<file path="src/rtl/iot_feeder_pkg.sv">
// Shared widths and types for the IOTDF byte feeder.
// Defaults match the IOTDF 128-bit sample / 8-bit iot_in interface.
package iot_feeder_pkg;

  localparam int WORD_W = 128;
  localparam int BYTE_W = 8;
  localparam int DEPTH = 2;
  localparam int BYTES_PER_WORD = WORD_W / BYTE_W;
  localparam int IDX_W = $clog2(BYTES_PER_WORD);

  typedef logic [BYTE_W-1:0] byte_lane_t;
  typedef logic [IDX_W-1:0] byte_idx_t;

endpackage

</file>
<file path="src/rtl/iot_word_fifo.sv">
// Register FIFO of whole sample words; head is read combinationally.
// Full/empty come from one extra pointer bit beyond the address.
module iot_word_fifo
  import iot_feeder_pkg::*;
#(
  parameter int W = 128,
  parameter int N = 2
) (
  input  logic         clk,
  input  logic         rst_n,
  input  logic         clear,
  input  logic         push,
  input  logic [W-1:0] wdata,
  input  logic         pop,
  output logic [W-1:0] rdata,
  output logic         full,
  output logic         empty
);

  localparam int AW = $clog2(N);

  logic [W-1:0] mem_q [N];
  logic [AW:0]  wp_q, wp_d;
  logic [AW:0]  rp_q, rp_d;
  logic         do_push, do_pop;

  assign full  = (wp_q[AW] != rp_q[AW]) &&
                 (wp_q[AW-1:0] == rp_q[AW-1:0]);
  assign empty = (wp_q == rp_q);
  assign rdata = mem_q[rp_q[AW-1:0]];

  assign do_push = push && !full && !clear;
  assign do_pop  = pop && !empty && !clear;

  always_comb begin
    wp_d = wp_q;
    rp_d = rp_q;
    if (clear) begin
      wp_d = '0;
      rp_d = '0;
    end else begin
      if (do_push) wp_d = wp_q + 1'b1;
      if (do_pop)  rp_d = rp_q + 1'b1;
    end
  end

  always_ff @(posedge clk or negedge rst_n) begin
    if (!rst_n) begin
      wp_q <= '0;
      rp_q <= '0;
    end else begin
      wp_q <= wp_d;
      rp_q <= rp_d;
    end
  end

  // Storage needs no reset: it is never read while empty.
  always_ff @(posedge clk) begin
    if (do_push) mem_q[wp_q[AW-1:0]] <= wdata;
  end

endmodule

</file>
<file path="src/rtl/iot_byte_feeder.sv">
// Buffers 128-bit samples and feeds them MSB byte first to IOTDF.
// Output register is a valid/ready stage whose ready is !busy.
module iot_byte_feeder
  import iot_feeder_pkg::*;
#(
  parameter int WORD_W = iot_feeder_pkg::WORD_W,
  parameter int BYTE_W = iot_feeder_pkg::BYTE_W,
  parameter int DEPTH  = iot_feeder_pkg::DEPTH
) (
  input  logic              clk,
  input  logic              rst,
  input  logic              flush,
  input  logic              s_valid,
  output logic              s_ready,
  input  logic [WORD_W-1:0] s_data,
  input  logic              busy,
  output logic              in_en,
  output logic [BYTE_W-1:0] iot_in,
  output logic [15:0]       sent_words,
  output logic              idle
);

  localparam int BPW = WORD_W / BYTE_W;
  localparam int IW = $clog2(BPW);
  localparam logic [IW-1:0] LAST = IW'(BPW - 1);

  logic              fifo_full, fifo_empty;
  logic [WORD_W-1:0] head;
  logic              push, pop, take, at_last;
  logic [IW-1:0]     lane_sel;
  logic [BPW-1:0][BYTE_W-1:0] lanes;

  logic [IW-1:0]     idx_q, idx_d;
  logic              in_en_q, in_en_d;
  logic [BYTE_W-1:0] byte_q, byte_d;
  logic              last_q, last_d;
  logic [15:0]       sent_q, sent_d;

  assign lanes    = head;
  assign lane_sel = LAST - idx_q;
  assign at_last  = (idx_q == LAST);
  assign take     = !in_en_q || !busy;
  assign push     = s_valid && !fifo_full && !flush;
  assign pop      = take && !fifo_empty && at_last && !flush;

  iot_word_fifo #(
    .W (WORD_W),
    .N (DEPTH)
  ) u_fifo (
    .clk   (clk),
    .rst_n (rst),
    .clear (flush),
    .push  (push),
    .wdata (s_data),
    .pop   (pop),
    .rdata (head),
    .full  (fifo_full),
    .empty (fifo_empty)
  );

  always_comb begin
    idx_d   = idx_q;
    in_en_d = in_en_q;
    byte_d  = byte_q;
    last_d  = last_q;
    sent_d  = sent_q;
    // A byte consumed at the flush edge still completes its word.
    if (in_en_q && !busy && last_q) sent_d = sent_q + 16'd1;
    if (flush) begin
      idx_d   = '0;
      in_en_d = 1'b0;
      byte_d  = '0;
      last_d  = 1'b0;
    end else if (take) begin
      if (!fifo_empty) begin
        in_en_d = 1'b1;
        byte_d  = lanes[lane_sel];
        last_d  = at_last;
        idx_d   = at_last ? '0 : idx_q + 1'b1;
      end else begin
        in_en_d = 1'b0;
        byte_d  = '0;
        last_d  = 1'b0;
      end
    end
  end

  always_ff @(posedge clk or negedge rst) begin
    if (!rst) begin
      idx_q   <= '0;
      in_en_q <= 1'b0;
      byte_q  <= '0;
      last_q  <= 1'b0;
      sent_q  <= '0;
    end else begin
      idx_q   <= idx_d;
      in_en_q <= in_en_d;
      byte_q  <= byte_d;
      last_q  <= last_d;
      sent_q  <= sent_d;
    end
  end

  assign s_ready    = !fifo_full;
  assign in_en      = in_en_q;
  assign iot_in     = byte_q;
  assign sent_words = sent_q;
  assign idle       = fifo_empty && !in_en_q;

endmodule

</file>
<file path="config.mk">
export PLATFORM = sky130hd
export DESIGN_NAME = iot_byte_feeder
export DESIGN_NICKNAME = d
export VERILOG_FILES = /design/src/rtl/iot_feeder_pkg.sv /design/src/rtl/iot_word_fifo.sv /design/src/rtl/iot_byte_feeder.sv
export SDC_FILE = /design/constraint.sdc
export NUM_CORES = 1
export LEC_CHECK = 0
export CORE_MARGIN = 2
export CORE_UTILIZATION = 45
export CTS_BUF_LIST = sky130_fd_sc_hd__clkbuf_16
export DETAILED_ROUTE_END_ITERATION = 6
export HOLD_SLACK_MARGIN = 0.1
export PLACE_DENSITY = 0.72
export SYNTH_ARGS = -nofsm -noshare
export SYNTH_HDL_FRONTEND = slang
export SYNTH_HIERARCHICAL = 1
export SYNTH_SLANG_ARGS = --single-unit
export TNS_END_PERCENT = 1
</file>
<file path="constraint.sdc">
create_clock -name clk -period 43.7 [get_ports clk]
set_input_delay 4.37 -clock clk [delete_from_list [all_inputs] [get_ports clk]]
set_output_delay 4.37 -clock clk [all_outputs]
set_load 0.1 [all_outputs]
</file>
==> results.cfg, run 1 <==
[worst_setup_path]
r2r.worst_path.cells = 5
r2r_start = u_fifo/rp_q[0]
r2r-end = u_fifo/mem_q[1][101]
cp-start-kind = flop
rrSetupSlack_ns = 39.59
path_max_fanout = 57
required_ns = 39.33
cp_data_arrival_time_ns = 3.22
crit_path_end_kind = output port
path_class = flop to output port

[clock_tree]
h-tree-depth = 1
clk_latency_ns = 0.54
cts_buffers = 30
post-cts-setup-buffers = 0
ctsRootBufferMaster = clkbuf_16
max-clock-path-buffers = 3
cts_hold_buf = 0
cts_tree = done
path_clk_slew_ns = 0.06
post_cts_resized = 0
clock_sinks = 290

[logic_synthesis]
synth_area_leader_cell = edfxtp_1
yosysSeqAreaShare_pct = 71.8
syn_area_per_cell_um2 = 18.0
synth_top_cell_area_share_pct = 64.6
ys_ff_latch = 290
async_flop_share_pct = 11.7
yosys-top-cells-area = edfxtp_1, mux2_2, dfrtp_1
synth_flop_cell = edfxtp_1
synth_area_um2 = 11900
yosys_warnings = 6
syn_inst = 660
ys_types = 47
synth_enable_flop_cells = 256
syn_nets = 795

[drt]
vias_per_cell = 5.30
via_count = 6279
dr.pass1.iters = 5
drc = 0
drt-initial-drc-count = 510
routed_wirelength_um = 23500
wl_per_cell_um = 19.9
ant_nets = 0

[global_route]
grt_overflow = 0
grt_usage_pct = 16.6
antenna_found_initial = 0
grt_pass1_wl_um = 36000
grt_max_degree = 81
grt_pass1_vias = 6549

[final_layout]
fin_util_pct = 56.5
diodes = 0
drive_gt1_share_pct = 22.5
final_cell_mix = edfxtp_1, clkdlybuf4s50_1, mux2_2
final_common_cell = edfxtp_1
final_nets = 960
syn_to_final_growth_pct = 23.5

[hold_path]
worstHoldStart = sent_words[15]
hold_depth = 1
hold_class = flop to flop
worst_hold_path.endpoint = sent_words[15]

[placement]
dp_hpwl_um = 15100
place_congestion = 0.776
port_buffers = 159

[outcome]
outcome = complete, no violations

[power_and_ir_drop]
power_leakage_nw = 4.92
ir_drop_v = 0.0000311
power_density_nw_per_um2 = 40.0

[die]
num_rows = 59
start_util_pct = 45.8
dieArea_um2 = 27700
core_area_um2 = 26000
die_x_um = 167
die_height_um = 167
pin_count = 160

[timing]
post-route-period-util_pct = 17.4
final-setup-viol-count = 0
fin_tns_setup_ns = 0
period_needed_ns = 7.59
fin_worst_skew_ns = 0.00917
maxSlewViolCount = 0
timing.fmax_ghz = 0.132
slew_headroom_pct = 27.3
worst_slew_pin_slew_ns = 1.09
rsz0062_at_grt = no
finalHoldViolCount = 0

[run]
cap_violations = 0
==> worst max path at each step <==
stage                         startpoint                   end  slack (ns)  cells after the start
after floorplan                    flush    u_fifo/mem_q[0][0]       24.63                      3
after global placement             flush  u_fifo/mem_q[1][116]       35.65                      4
after detailed placement           flush  u_fifo/mem_q[1][116]       35.60                      4
after CTS                 u_fifo/rp_q[0]                  idle       36.04                      4
after global routing      u_fifo/rp_q[0]                  idle       35.91                      4
final                     u_fifo/rp_q[0]                  idle       36.11                      4
==> synthesized netlist by cell type (all sizes together) (2+ instances only) <==
cell / n
nor2: 13
a22oi: 8
nor2b: 2
mux2: 129
and3: 3
ha: 2
nand3: 14
nand2: 22
or3b: 2
nor3: 5
dfrtp: 34
xor2: 13
nand3b: 3
mux2i: 42
clkbuf: 4
a311oi: 2
nand4: 5
xnor2: 7
o21ai: 9
nor3b: 2
nand2b: 3
o22ai: 20
inv: 2
edfxtp: 256
buf: 28
mux4: 12
a21oi: 7
==> registers in the layout, summed over array words and instances, names as in the netlist <==
register	cells
u_fifo/mem_q	256
sent_words	16
iot_in	8
idx_q	4
u_fifo/rp_q	2
u_fifo/wp_q	2
in_en	1
last_q	1
==> report_power, final <==
part	total (W)	internal (W)	switching (W)	leakage, nW
Sequential	0.000311	0.000308	0.00000279	2.79
Clock	0.000239	0.000139	0.0000997	0.491
Combinational	0.0000368	0.0000188	0.0000180	1.65
==> metrics by stage <==
| stage | std cells | instance area, um^2 | setup slack (ns) | total power, W | hold slack, ns |
|---|---|---|---|---|---|
| floorplan | 660 | 11900 | 24.63 | 0.000335 | 0.442 |
| global placement | 1128 | 13700 | 35.65 | 0.000353 | 0.455 |
| detailed placement | 1128 | 13700 | 35.60 | 0.000354 | 0.465 |
| CTS | 1184 | 14700 | 36.04 | 0.000593 | 0.473 |
| global route | 1184 | 14700 | 35.91 | 0.000607 | 0.487 |
| finish | 1184 | 14700 | 36.11 | 0.000587 | 0.471 |
==> final cells by class <==
class	instances	area (um^2)
clock inverter	25	164
fill	2010	11300
timing repair buffer	165	1640
inverter	2	7.51
clock buffer	31	776
tap	335	419
sequential	290	8550
multi-input combinational	336	3140
==> kinds of logic (layout without fill, tap and decap cells) <==
kind of cell / after synthesis / count (layout) / synth area share [%]
mux: 183 / 183 / 18.3
buf+inv: 34 / 223 / 1.88
flops: 290 / 290 / 71.8
simple gates: 82 / 82 / 3.71
fa+ha+maj: 2 / 2 / 0.210
compound gates: 49 / 49 / 2.65
xor+xnor: 20 / 20 / 1.47
==> worst max-delay path: stages (launching register included) <==
cell and delay [ns]:
dfrtp_4 0.90, xor2_1 0.17, nor2_1 0.26, nor2b_1 0.19, clkdlybuf4s50_1 1.14
==> per-layer routing <==
layer	global-route usage [%]	part of all wire [%]
met5	0	0
met4	5.25	2.4
met3	2.90	4.2
met2	28.0	49
met1	22.1	44
(Power assumes the default switching activity.)
==> inputs of run 2 (changes only) <==
- clock period: 43.7 -> 7.9 ns (I/O delays scaled with it)
==> run 2 against run 1 <==
Cell area rose by 0.10%. Final cell count about the same. Sequential power increased to 5.5 times the previous value. Via count is 0.19% lower. Count of clock-buffer cells in the layout did not move. Global-route usage decreased by 0.16 points. Hold slack lost 0.0015 ns. Clock power rose to 5.5 times the previous value. Die area did not move. Worst setup slack got worse by 32 ns. Largest cell class unchanged.
==> results.cfg, run 2 (synthesis gave the netlist of run 1 again) <==
[placement]
port_buffers = 159
place_ws_ns = 3.52
dp_hpwl_um = 14900
place_congestion = 0.808
placed_cell_area_um2 = 13800

[timing]
worst_slew_pin_slew_ns = 1.09
finalHoldViolCount = 0
layout_setup_ws_ns = 3.80
post-route-period-util_pct = 51.8
rsz0062_at_grt = no
slew_headroom_pct = 27.3
fin_worst_skew_ns = 0.00651
period_needed_ns = 4.10
maxSlewViolCount = 0
fin_tns_setup_ns = 0
timing.fmax_ghz = 0.244
final-setup-viol-count = 0

[die]
core_area_um2 = 26000
die_x_um = 167
dieArea_um2 = 27700
num_rows = 59
pin_count = 160
die_height_um = 167
start_util_pct = 45.8

[drt]
ant_nets = 0
drt-initial-drc-count = 467
drc = 0
vias_per_cell = 5.29
dr.pass1.iters = 5
via_count = 6267
routed_wirelength_um = 23200
wl_per_cell_um = 19.6

[final_layout]
largest_register_ffs = 256
final_common_cell = edfxtp_1
ff_latch_area_um2 = 8550
drive_gt1_share_pct = 22.7
fillers = 1968
fin_area_um2 = 14700
final_nets = 961
syn_to_final_growth_pct = 23.6
final_cell_mix = edfxtp_1, clkdlybuf4s50_1, mux2_2
multi_input_area_um2 = 3150
diodes = 0

[power_and_ir_drop]
switching_share_pct = 20.4
power_leakage_nw = 4.94
p_clk_share_pct = 40.7
power_density_nw_per_um2 = 221
power.switching_w = 0.000662
power_w = 0.00324
combPwrFrac_pct = 6.2
intPower_w = 0.00258
ir_drop_v = 0.000175
seq_power_share_pct = 53.1

[global_route]
antenna_found_initial = 0
grt_usage_pct = 16.5
grt_pass1_vias = 6430
grt_pass1_wl_um = 35600
grt_max_degree = 71
grt_overflow = 0

[clock_tree]
clock_sinks = 290
ctsRootBufferMaster = clkbuf_16
cts_tree = done
cts_buffers = 30
max-clock-path-buffers = 3
post_cts_resized = 0
post-cts-setup-buffers = 0
cts_hold_buf = 0
h-tree-depth = 1
clk_latency_ns = 0.54
path_clk_slew_ns = 0.06

[worst_setup_path]
crit_path_top_delay_cell = clkdlybuf4s50_1
critPathMaxStageDelay_ns = 1.14
required_ns = 7.11
rrSetupSlack_ns = 3.81
crit_path_end_kind = output port
path_max_fanout = 67
cp-start-kind = flop
cp_data_arrival_time_ns = 3.31
path_class = flop to output port
path_cells = xor2_1 -> nor2_1 -> nor2b_1 -> clkdlybuf4s50_1

[run]
cap_violations = 0

[outcome]
outcome = complete, no violations

[hold_path]
hold_class = flop to flop
[run 2: layer usage]
metal  routed length [um]  vias up  GRT usage [%]
met5                    0        -              0
met2                11500      174           27.5
met4                  498        0           4.80
met1                 9970     3128           22.4
li1                     -     2928              -
met3                 1230       37           2.76
[run 2: through the flow]
step / cells / util (%) / hold WS (ns)
floorplan: 660 / - / 0.442
global placement: 1129 / 53.0 / 0.457
detailed placement: 1129 / 53.0 / 0.463
CTS: 1185 / 56.6 / 0.470
global route: 1185 / 56.6 / 0.497
finish: 1185 / 56.6 / 0.470
[run 2: critical path, delay by kind of cell (launching register included)]
family | cells | cell delay, ns
XOR/XNOR | 1 | 0.17
buffers and inverters | 1 | 1.14
flip-flops | 1 | 1.00
AND/OR/NAND/NOR | 2 | 0.45
[run 2: area by class of cell]
| class | instances | area share, % |
|---|---|---|
| sequential | 290 | 58.1 |
| multi-input combinational | 336 | 21.4 |
| timing repair buffer | 166 | 11.2 |
| clock buffer | 31 | 5.28 |
| tap | 335 | 2.85 |
| clock inverter | 25 | 1.11 |
| inverter | 2 | 0.0511 |
[run 2: final timing paths]
kind                                start                  end  depth (start not counted)
setup / recovery           u_fifo/rp_q[0]                 idle                          4
hold / removal             sent_words[15]       sent_words[15]                          1
setup reg to reg           u_fifo/rp_q[0]  u_fifo/mem_q[1][12]                          5
hold reg to reg            sent_words[15]       sent_words[15]                          1
max in group asynchronous             rst             idx_q[1]                          2
min in group asynchronous             rst        sent_words[8]                          2
[run 2: power groups by stage]
stage | combinational, W | clock (W) | sequential, W
CTS | 0.000205 | 0.00135 | 0.00172
detailed placement | 0.000204 | 0 | 0.00175
global placement | 0.000202 | 0 | 0.00175
floorplan | 0.0000841 | 0 | 0.00176
global route | 0.000216 | 0.00141 | 0.00172
finish | 0.000202 | 0.00132 | 0.00172
==> inputs of run 3 (changes only) <==
- clock period: 7.9 -> 3.9 ns (I/O delays scaled with it)
==> run 3 against run 2 <==
Global-route usage grew 0.24 points. Combinational power grew 100%. Critical path depth grew 3. Largest power group unchanged. Highest routed layer unchanged.
==> results.cfg, run 3 (synthesis gave the netlist of run 1 again) <==
[worst_setup_path]
crit_path_end_kind = flop
path_max_fanout = 28
cp-start-kind = flop
startpoint = u_fifo/rp_q[0]
r2r.worst_path.cells = 7
required_ns = 4.34
r2r-end = u_fifo/rp_q[1]
r2r_start = u_fifo/rp_q[0]
rrSetupSlack_ns = 1.18
cp_data_arrival_time_ns = 3.16
path_class = flop to flop

[timing]
timing.fmax_ghz = 0.367
period_needed_ns = 2.72
final-setup-viol-count = 0
finalHoldViolCount = 0
post-route-period-util_pct = 69.8
fin_tns_setup_ns = 0
slew_headroom_pct = 24.0
layout_setup_ws_ns = 1.18
worst_slew_pin_slew_ns = 1.14
fin_worst_skew_ns = 0.0127
holdWs_ns = 0.435
rsz0062_at_grt = no
maxSlewViolCount = 0

[global_route]
antenna_found_initial = 0
grt_usage_pct = 16.7
grt_pass1_wl_um = 36100
grt_overflow = 0
grt_pass1_vias = 6620
grt_max_degree = 70

[clock_tree]
path_clk_slew_ns = 0.06
cts_hold_buf = 0
clk_latency_ns = 0.54
cts_buffers = 30
h-tree-depth = 1
cts_tree = done
post-cts-setup-buffers = 0
post_cts_resized = 0
clock_sinks = 290
ctsRootBufferMaster = clkbuf_16
max-clock-path-buffers = 3

[die]
dieArea_um2 = 27700
start_util_pct = 45.8
pin_count = 160
die_x_um = 167
num_rows = 59
die_height_um = 167
core_area_um2 = 26000

[hold_path]
worst_hold_path.endpoint = u_fifo/mem_q[1][17]
hold_class = primary input to flop
worstHoldStart = s_data[17]
hold_depth = 1

[run]
cap_violations = 0

[drt]
dr.pass1.iters = 5
ant_nets = 0
via_count = 6311
wl_per_cell_um = 20.0
drc = 0
drt-initial-drc-count = 475
routed_wirelength_um = 23700
vias_per_cell = 5.33

[power_and_ir_drop]
power_density_nw_per_um2 = 453
power_leakage_nw = 4.98
ir_drop_v = 0.000306
power_w = 0.00671

[outcome]
outcome = complete, no violations

[placement]
dp.cells = 1131
port_buffers = 159
place_ws_ns = 0.918
place_congestion = 0.827
dp_hpwl_um = 15400

[final_layout]
final_cell_mix = edfxtp_1, clkdlybuf4s50_1, mux2_2
syn_to_final_growth_pct = 24.7
stdcell_count = 1185
largest_register_ffs = 256
final_common_cell = edfxtp_1
diodes = 0
drive_gt1_share_pct = 23.6
final_nets = 963
run 3: layout make-up:
type                       count  area, um^2
clock buffer                  31         776
sequential                   290        8550
multi-input combinational    336        3150
fill                        2028       11200
clock inverter                23         205
tap                          335         419
inverter                       2        7.51
timing repair buffer         168        1720
run 3: metal layers:
metal	GRT usage, %	share of wire [%]
met1	22.2	42
met5	0	0
met3	2.61	5.1
met2	28.6	50
met4	4.91	2.4
run 3: per-stage QoR:
stage / cell area [um^2] / utilization (%)
after floorplan: 11900 / -
after global placement: 13800 / 53.3
after detailed placement: 13800 / 53.3
after CTS: 14800 / 57.0
after global routing: 14800 / 57.0
final: 14800 / 57.0
run 3: worst max-delay path by stage:
stage	slack, ns	cells after the start	end
2_1_floorplan	-2.00	7	u_fifo/mem_q[0][0]
3_3_place_gp	1.02	6	u_fifo/rp_q[1]
3_5_place_dp	0.92	6	u_fifo/rp_q[1]
4_1_cts	1.15	5	iot_in[0]
5_1_grt	0.90	7	u_fifo/rp_q[1]
6_report	1.18	7	u_fifo/rp_q[1]
run 3: critical path, stage by stage, from the launching register on:
cell and delay, ns:
dfrtp_4 0.64, xor2_1 0.25, nor2_1 0.13, a211oi_2 0.52, and3_1 0.43, and2_1 0.30, a21oi_1 0.10, a311oi_1 0.25
run 3: power by group:
part	leakage [nW]	internal [W]	total, W	switching, W
Combinational	1.68	0.000215	0.000411	0.000196
Sequential	2.79	0.00345	0.00350	0.0000413
Clock	0.509	0.00169	0.00281	0.00112
